--- src/rtl/mem_arbiter_if.sv ---
// Bus bundle between two requesters, the arbiter and a shared word-addressed memory.
// The slave modport is the arbiter's view; master is the requester/memory side.
interface mem_arbiter_if;
    logic        m0_req;
    logic        m0_we;
    logic [31:0] m0_addr;
    logic [31:0] m0_wdata;
    logic        m0_gnt;
    logic        m0_rvalid;
    logic [31:0] m0_rdata;

    logic        m1_req;
    logic        m1_we;
    logic [31:0] m1_addr;
    logic [31:0] m1_wdata;
    logic        m1_gnt;
    logic        m1_rvalid;
    logic [31:0] m1_rdata;

    logic        mem_we;
    logic [31:0] mem_adr;
    logic [31:0] mem_wd;
    logic [31:0] mem_rd;
    logic [1:0]  owner;

    modport slave (
        input  m0_req, m0_we, m0_addr, m0_wdata,
        input  m1_req, m1_we, m1_addr, m1_wdata,
        input  mem_rd,
        output m0_gnt, m0_rvalid, m0_rdata,
        output m1_gnt, m1_rvalid, m1_rdata,
        output mem_we, mem_adr, mem_wd, owner
    );

    modport master (
        output m0_req, m0_we, m0_addr, m0_wdata,
        output m1_req, m1_we, m1_addr, m1_wdata,
        output mem_rd,
        input  m0_gnt, m0_rvalid, m0_rdata,
        input  m1_gnt, m1_rvalid, m1_rdata,
        input  mem_we, mem_adr, mem_wd, owner
    );
endinterface

--- src/rtl/mem_arbiter.sv ---
// Two-port arbiter for a shared single-ported memory: sticky ownership with a
// MAX_HOLD burst limit while the other port waits, direct hand-over, registered read data.
module mem_arbiter #(
    parameter int MAX_HOLD = 4
) (
    input  logic         clk,
    input  logic         reset,
    mem_arbiter_if.slave bus
);
    typedef enum logic [1:0] {
        IDLE = 2'b00,
        OWN0 = 2'b01,
        OWN1 = 2'b10
    } state_t;

    localparam logic [3:0] HOLD_LAST = 4'(MAX_HOLD - 1);

    state_t      r_state;
    logic [3:0]  r_hold_cnt;
    logic        r_last_served;   // 0 = m0, 1 = m1
    logic        r_rvalid0;
    logic        r_rvalid1;
    logic [31:0] r_rdata0;
    logic [31:0] r_rdata1;

    logic w_gnt0;
    logic w_gnt1;
    logic w_cur_req;
    logic w_oth_req;
    logic w_at_limit;

    // NOTE: grants are gated by reset combinationally so a reset landing mid-ownership never lets a write through.
    assign w_gnt0     = ~reset & (r_state == OWN0) & bus.m0_req;
    assign w_gnt1     = ~reset & (r_state == OWN1) & bus.m1_req;
    assign w_cur_req  = (r_state == OWN1) ? bus.m1_req : bus.m0_req;
    assign w_oth_req  = (r_state == OWN1) ? bus.m0_req : bus.m1_req;
    assign w_at_limit = (r_hold_cnt == HOLD_LAST);

    assign bus.m0_gnt    = w_gnt0;
    assign bus.m1_gnt    = w_gnt1;
    assign bus.m0_rvalid = r_rvalid0;
    assign bus.m1_rvalid = r_rvalid1;
    assign bus.m0_rdata  = r_rdata0;
    assign bus.m1_rdata  = r_rdata1;
    assign bus.owner     = r_state;

    // IDLE presents the m0 side so the memory address is never undriven.
    assign bus.mem_adr = (r_state == OWN1) ? bus.m1_addr  : bus.m0_addr;
    assign bus.mem_wd  = (r_state == OWN1) ? bus.m1_wdata : bus.m0_wdata;
    assign bus.mem_we  = (w_gnt0 & bus.m0_we) | (w_gnt1 & bus.m1_we);

    always_ff @(posedge clk) begin
        if (reset) begin
            r_state       <= IDLE;
            r_hold_cnt    <= '0;
            r_last_served <= 1'b1;
            r_rvalid0     <= 1'b0;
            r_rvalid1     <= 1'b0;
            r_rdata0      <= '0;
            r_rdata1      <= '0;
        end else begin
            // NOTE: every state update here is non-blocking so all registers see the pre-edge values.
            r_rvalid0 <= w_gnt0 & ~bus.m0_we;
            r_rvalid1 <= w_gnt1 & ~bus.m1_we;
            if (w_gnt0 & ~bus.m0_we) r_rdata0 <= bus.mem_rd;
            if (w_gnt1 & ~bus.m1_we) r_rdata1 <= bus.mem_rd;

            unique case (r_state)
                IDLE: begin
                    r_hold_cnt <= '0;
                    if (bus.m0_req && (!bus.m1_req || r_last_served)) begin
                        r_state       <= OWN0;
                        r_last_served <= 1'b0;
                    end else if (bus.m1_req) begin
                        r_state       <= OWN1;
                        r_last_served <= 1'b1;
                    end
                end
                OWN0, OWN1: begin
                    if (!w_cur_req || (w_oth_req && w_at_limit)) begin
                        r_hold_cnt <= '0;
                        if (w_oth_req) begin
                            r_last_served <= (r_state == OWN0);
                            if (r_state == OWN0) r_state <= OWN1;
                            else                 r_state <= OWN0;
                        end else begin
                            r_state <= IDLE;
                        end
                    end else if (!w_at_limit) begin
                        r_hold_cnt <= r_hold_cnt + 4'd1;
                    end
                end
                default: r_state <= IDLE;
            endcase
        end
    end
endmodule
--- src/flat_wrapper.sv ---
// flat-port wrapper written by rule: the top's interface ports become plain ports
module mem_arbiter_flat 
#(
    parameter int MAX_HOLD = 4
)
  (clk, reset, bus_m0_req, bus_m0_we, bus_m0_addr, bus_m0_wdata, bus_m1_req, bus_m1_we, bus_m1_addr, bus_m1_wdata, bus_mem_rd, bus_m0_gnt, bus_m0_rvalid, bus_m0_rdata, bus_m1_gnt, bus_m1_rvalid, bus_m1_rdata, bus_mem_we, bus_mem_adr, bus_mem_wd, bus_owner);
  mem_arbiter_if bus_i ();
  input  logic clk;
  input  logic reset;
  input wire logic [$bits(bus_i.m0_req)-1:0] bus_m0_req;
  input wire logic [$bits(bus_i.m0_we)-1:0] bus_m0_we;
  input wire logic [$bits(bus_i.m0_addr)-1:0] bus_m0_addr;
  input wire logic [$bits(bus_i.m0_wdata)-1:0] bus_m0_wdata;
  input wire logic [$bits(bus_i.m1_req)-1:0] bus_m1_req;
  input wire logic [$bits(bus_i.m1_we)-1:0] bus_m1_we;
  input wire logic [$bits(bus_i.m1_addr)-1:0] bus_m1_addr;
  input wire logic [$bits(bus_i.m1_wdata)-1:0] bus_m1_wdata;
  input wire logic [$bits(bus_i.mem_rd)-1:0] bus_mem_rd;
  output wire logic [$bits(bus_i.m0_gnt)-1:0] bus_m0_gnt;
  output wire logic [$bits(bus_i.m0_rvalid)-1:0] bus_m0_rvalid;
  output wire logic [$bits(bus_i.m0_rdata)-1:0] bus_m0_rdata;
  output wire logic [$bits(bus_i.m1_gnt)-1:0] bus_m1_gnt;
  output wire logic [$bits(bus_i.m1_rvalid)-1:0] bus_m1_rvalid;
  output wire logic [$bits(bus_i.m1_rdata)-1:0] bus_m1_rdata;
  output wire logic [$bits(bus_i.mem_we)-1:0] bus_mem_we;
  output wire logic [$bits(bus_i.mem_adr)-1:0] bus_mem_adr;
  output wire logic [$bits(bus_i.mem_wd)-1:0] bus_mem_wd;
  output wire logic [$bits(bus_i.owner)-1:0] bus_owner;
  assign bus_i.m0_req = bus_m0_req;
  assign bus_i.m0_we = bus_m0_we;
  assign bus_i.m0_addr = bus_m0_addr;
  assign bus_i.m0_wdata = bus_m0_wdata;
  assign bus_i.m1_req = bus_m1_req;
  assign bus_i.m1_we = bus_m1_we;
  assign bus_i.m1_addr = bus_m1_addr;
  assign bus_i.m1_wdata = bus_m1_wdata;
  assign bus_i.mem_rd = bus_mem_rd;
  assign bus_m0_gnt = bus_i.m0_gnt;
  assign bus_m0_rvalid = bus_i.m0_rvalid;
  assign bus_m0_rdata = bus_i.m0_rdata;
  assign bus_m1_gnt = bus_i.m1_gnt;
  assign bus_m1_rvalid = bus_i.m1_rvalid;
  assign bus_m1_rdata = bus_i.m1_rdata;
  assign bus_mem_we = bus_i.mem_we;
  assign bus_mem_adr = bus_i.mem_adr;
  assign bus_mem_wd = bus_i.mem_wd;
  assign bus_owner = bus_i.owner;
  mem_arbiter #(.MAX_HOLD(MAX_HOLD)) u_core (.clk(clk), .reset(reset), .bus(bus_i));
endmodule
--- config.mk ---
export PLATFORM = sky130hd
export DESIGN_NAME = mem_arbiter_flat
export DESIGN_NICKNAME = d
export VERILOG_FILES = /design/src/rtl/mem_arbiter_if.sv /design/src/rtl/mem_arbiter.sv /design/src/flat_wrapper.sv
export SDC_FILE = /design/constraint.sdc
export NUM_CORES = 1
export LEC_CHECK = 0
export BUFFER_PORTS_ARGS = -buffer_cell sky130_fd_sc_hd__buf_2
export CORE_MARGIN = 10
export CORE_UTILIZATION = 39
export CTS_CLUSTER_DIAMETER = 150
export DETAILED_ROUTE_END_ITERATION = 8
export PLACE_DENSITY = 0.89
export SYNTH_ARGS = -nofsm -noshare
export SYNTH_HDL_FRONTEND = slang
export SYNTH_SLANG_ARGS = --single-unit
export TNS_END_PERCENT = 1
--- constraint.sdc ---
create_clock -name clk -period 1.92 [get_ports clk]
set_clock_uncertainty 0.1 [all_clocks]
set_input_delay 0.096 -clock clk [delete_from_list [all_inputs] [get_ports clk]]
set_output_delay 0.096 -clock clk [all_outputs]
set_load 0.01 [all_outputs]
==> flow_summary.yaml <==
outcome:
  status: "finished clean"
sta:
  slew_headroom_pct: 60.0
  holdWs_ps: 32.4
  slew_viol_final: 0
  fin_tns_setup_ps: 0
  setup_viol: 0
  hold_viol_final: 0
  fin_crit_sh_pct: 97.5
  rsz0062_at_grt: "true"
  fmax_ghz: 0.534
  worst_slew_pin_slew_ps: 600
  period_needed_ps: 1870
min_path:
  hold_depth: 2
  hold_class: "input port to flip-flop"
place:
  dp.cells: 824
  hpwlAfterDp_mm: 14.5
  gp_congestion: 1.00
  io_buffers: 300
drt:
  wire_per_inst_um: 21.4
  detail-route-antenna-nets: 0
  viasPerCell: 5.17
  vias: 4573
  initialDrtViolationCount: 389
  drt_first_pass_iters: 4
  drc: 0
  wl_mm: 18.9
clocking:
  clock_latency_ps: 330
  cts_buffers: 9
  clk_pin_slew_ps: 80
  cts_buffer_depth: 2
  cts_sinks: 73
  tritoncts: "done"
  htreeDepth: 3
  clock-root-buffer: "clkbuf_8"
die:
  coreArea_mm2: 0.00915
  rows: 35
  die_h_um: 117
  initial_core_util_pct: 39.8
  ios: 301
  die_w_um: 117
  dieArea_mm2: 0.0136
synthesis:
  synth_edf_count: 0
  synth_top_flop_cell: "dfxtp_1"
  synthSimpleGateAreaFrac_pct: 18.3
  avgSynthCellArea_um2: 8.53
  netlist_area_mm2: 0.00364
  ys_seq_area_share_pct: 40.1
  synth-compound-area-share_pct: 12.4
  yosys.area_share.xor_xnor_pct: 0
  synth_fp_nets: 599
  yosysWarnings: 0
  synth-seq-cells: 73
  synth_cell_types: 37
  synth_mux_area_share_pct: 21.3
  synthCells: 427
  synth_top_family_by_area: "multiplexers"
  synth-async-reset-ratio_pct: 0
  synthAdderAreaFrac_pct: 2.06
finish:
  nets: 931
  drive_gt1_share_pct: 54.3
  regArea_mm2: 0.00146
  fillCellCount: 784
  area_growth_syn_to_layout_pct: 62.3
  final-instance-count-excl-fill: 885
  multi_input_area_mm2: 0.00200
power:
  fin_total_pwr_uw: 5630
  p_per_area_mw_per_mm2: 952
  irDropWorstVdd_mv: 0.629
  leakage_uw: 0.00280
critical_path:
  reg2reg_depth: 7
  crit_fanout: 16
  cp.depth: 5
  critPathSlowestCell: "mux2_2"
  end_kind: "primary output"
  crit_type: "flip-flop to primary output"
  cpPeakStageDelay_ps: 380
  critPathTopFamily: "buffers and inverters"
  required_ps: 1720
  critPathBufInv: 3
  cp_cell_sequence: "inv_4, ha_4, buf_12, mux2_2, buf_2"
  critPathLaunchType: "flip-flop"
  arrival_ps: 1680
flow_run:
  drv_cap: 0
global_route:
  antenna_found_initial: 5
  grt_overflow: 0
  grt_pass1_vias: 4741
  grt_pass1_wl_mm: 27.2
  grt_max_degree: 59
  grt.total_usage_pct: 26.1
[synth_stat cells (3+ instances only)]
cell      count  area share, %
a21oi_1      68            9.3
buf_6         6            1.9
nand3_1       3           0.41
nand2b_1      4           0.69
buf_2         9            1.2
nand2_1     131             13
o21ai_0       5           0.69
inv_1         7           0.72
dfxtp_1      73             40
ha_1          6            2.1
mux2_2       65             20
clkbuf_1     13            1.3
nor2_1        6           0.62
[state kept, by name (all words and copies together), names as in the netlist]
register and flops:
u_core.bus.m0_rdata 32, u_core.bus.m1_rdata 32, u_core.r_hold_cnt 4, u_core.bus.owner 2, u_core.bus.m0_rvalid 1, u_core.bus.m1_rvalid 1
u_core.r_last_served 1
[what timing repair did]
action / in CTS / in global routing
resized for setup: 5 / 9
gates cloned: 2 / 0
setup endpoints to repair: 65 / 85
hold endpoints to repair: 64 / 0
pin swaps: 0 / 0
hold buffers: 32 / 0
buffers inserted: 1 / 1
[power by group]
part / leakage, uW / total, uW / internal [uW] / switching [uW]
Combinational: 0.00210 / 2660 / 1330 / 1330
Sequential: 0.000590 / 1650 / 1590 / 52.8
Clock: 0.000107 / 1320 / 737 / 586
Total: 0.00280 / 5630 / 3660 / 1970
[placed cells by master, fill, tap and decap left out, types with 2 or more instances in the layout]
| cell type | Yosys | routed |
|---|---|---|
| a21oi_1 | 68 | 67 |
| a31oi_1 | 2 | 2 |
| a32oi_1 | 2 | 2 |
| buf_12 | 0 | 3 |
| buf_2 | 9 | 300 |
| buf_4 | 2 | 13 |
| buf_6 | 6 | 2 |
| bufinv_16 | 0 | 2 |
| clkbuf_8 | 0 | 9 |
| clkinv_2 | 1 | 2 |
| dfxtp_1 | 73 | 71 |
| dfxtp_2 | 0 | 2 |
| diode_2 | 0 | 10 |
| dlygate4sd3_1 | 0 | 32 |
| ha_1 | 6 | 4 |
| inv_1 | 7 | 5 |
| inv_2 | 1 | 2 |
| mux2_2 | 65 | 65 |
| mux2i_1 | 2 | 2 |
| nand2_1 | 131 | 131 |
| nand2b_1 | 4 | 4 |
| nand3_1 | 3 | 3 |
| nand3b_1 | 2 | 2 |
| nor2_1 | 6 | 6 |
| o21ai_0 | 5 | 5 |
| o31ai_1 | 2 | 2 |
| or2_1 | 2 | 2 |
[final timing paths]
kind / start / endpoint / slack, ps
worst min register to register: u_core.bus.m0_rdata[3]$_SDFFE_PP0P_ / u_core.bus.m0_rdata[3]$_SDFFE_PP0P_ / 350
worst max-delay path: u_core.bus.owner[0]$_SDFFE_PP0P_ / bus_mem_wd[19] / 50
worst min-delay path: reset / u_core.bus.owner[0]$_SDFFE_PP0P_ / 30
worst max register to register: u_core.bus.owner[0]$_SDFFE_PP0P_ / u_core.bus.owner[0]$_SDFFE_PP0P_ / 50
[area by class of cell]
cell class              instances  share of cell area, %
repair buffers                351                   34.3
multi-input cells             315                   33.8
flip-flops and latches         73                   24.8
well taps                     111                   2.35
clock buffers                  10                   2.16
clock inverters                 6                   1.52
inverters                       9                  0.635
diodes                         10                  0.423
[stage by stage]
stage	utilization (%)	setup WS, ps	cell area [um2]
finish	64.6	47.9	5910
global route	64.4	-21.7	5900
CTS	64.1	0.521	5870
detailed placement	57.4	15.0	5260
global placement	57.4	104	5260
floorplan	-	70.2	3640
[per-layer routing]
layer | vias to the layer above | wire length (um) | global-route usage, % | part of all wire, %
li1 | 2117 | - | - | -
met1 | 2134 | 6800 | 27.1 | 36
met2 | 273 | 9670 | 45.0 | 51
met3 | 49 | 1960 | 10.3 | 10
met4 | 0 | 521 | 13.3 | 2.8
met5 | - | 0 | 0 | 0
[cell families (layout without fill, tap and decap cells)]
logic type / count (synthesis) / after routing
other cells: 0 / 10
compound gates: 84 / 84
buf+inv: 39 / 376
simple gates: 157 / 157
fa+ha+maj: 6 / 6
flops: 73 / 73
mux: 68 / 68
No activity file was read; power rests on OpenSTA's default activity.
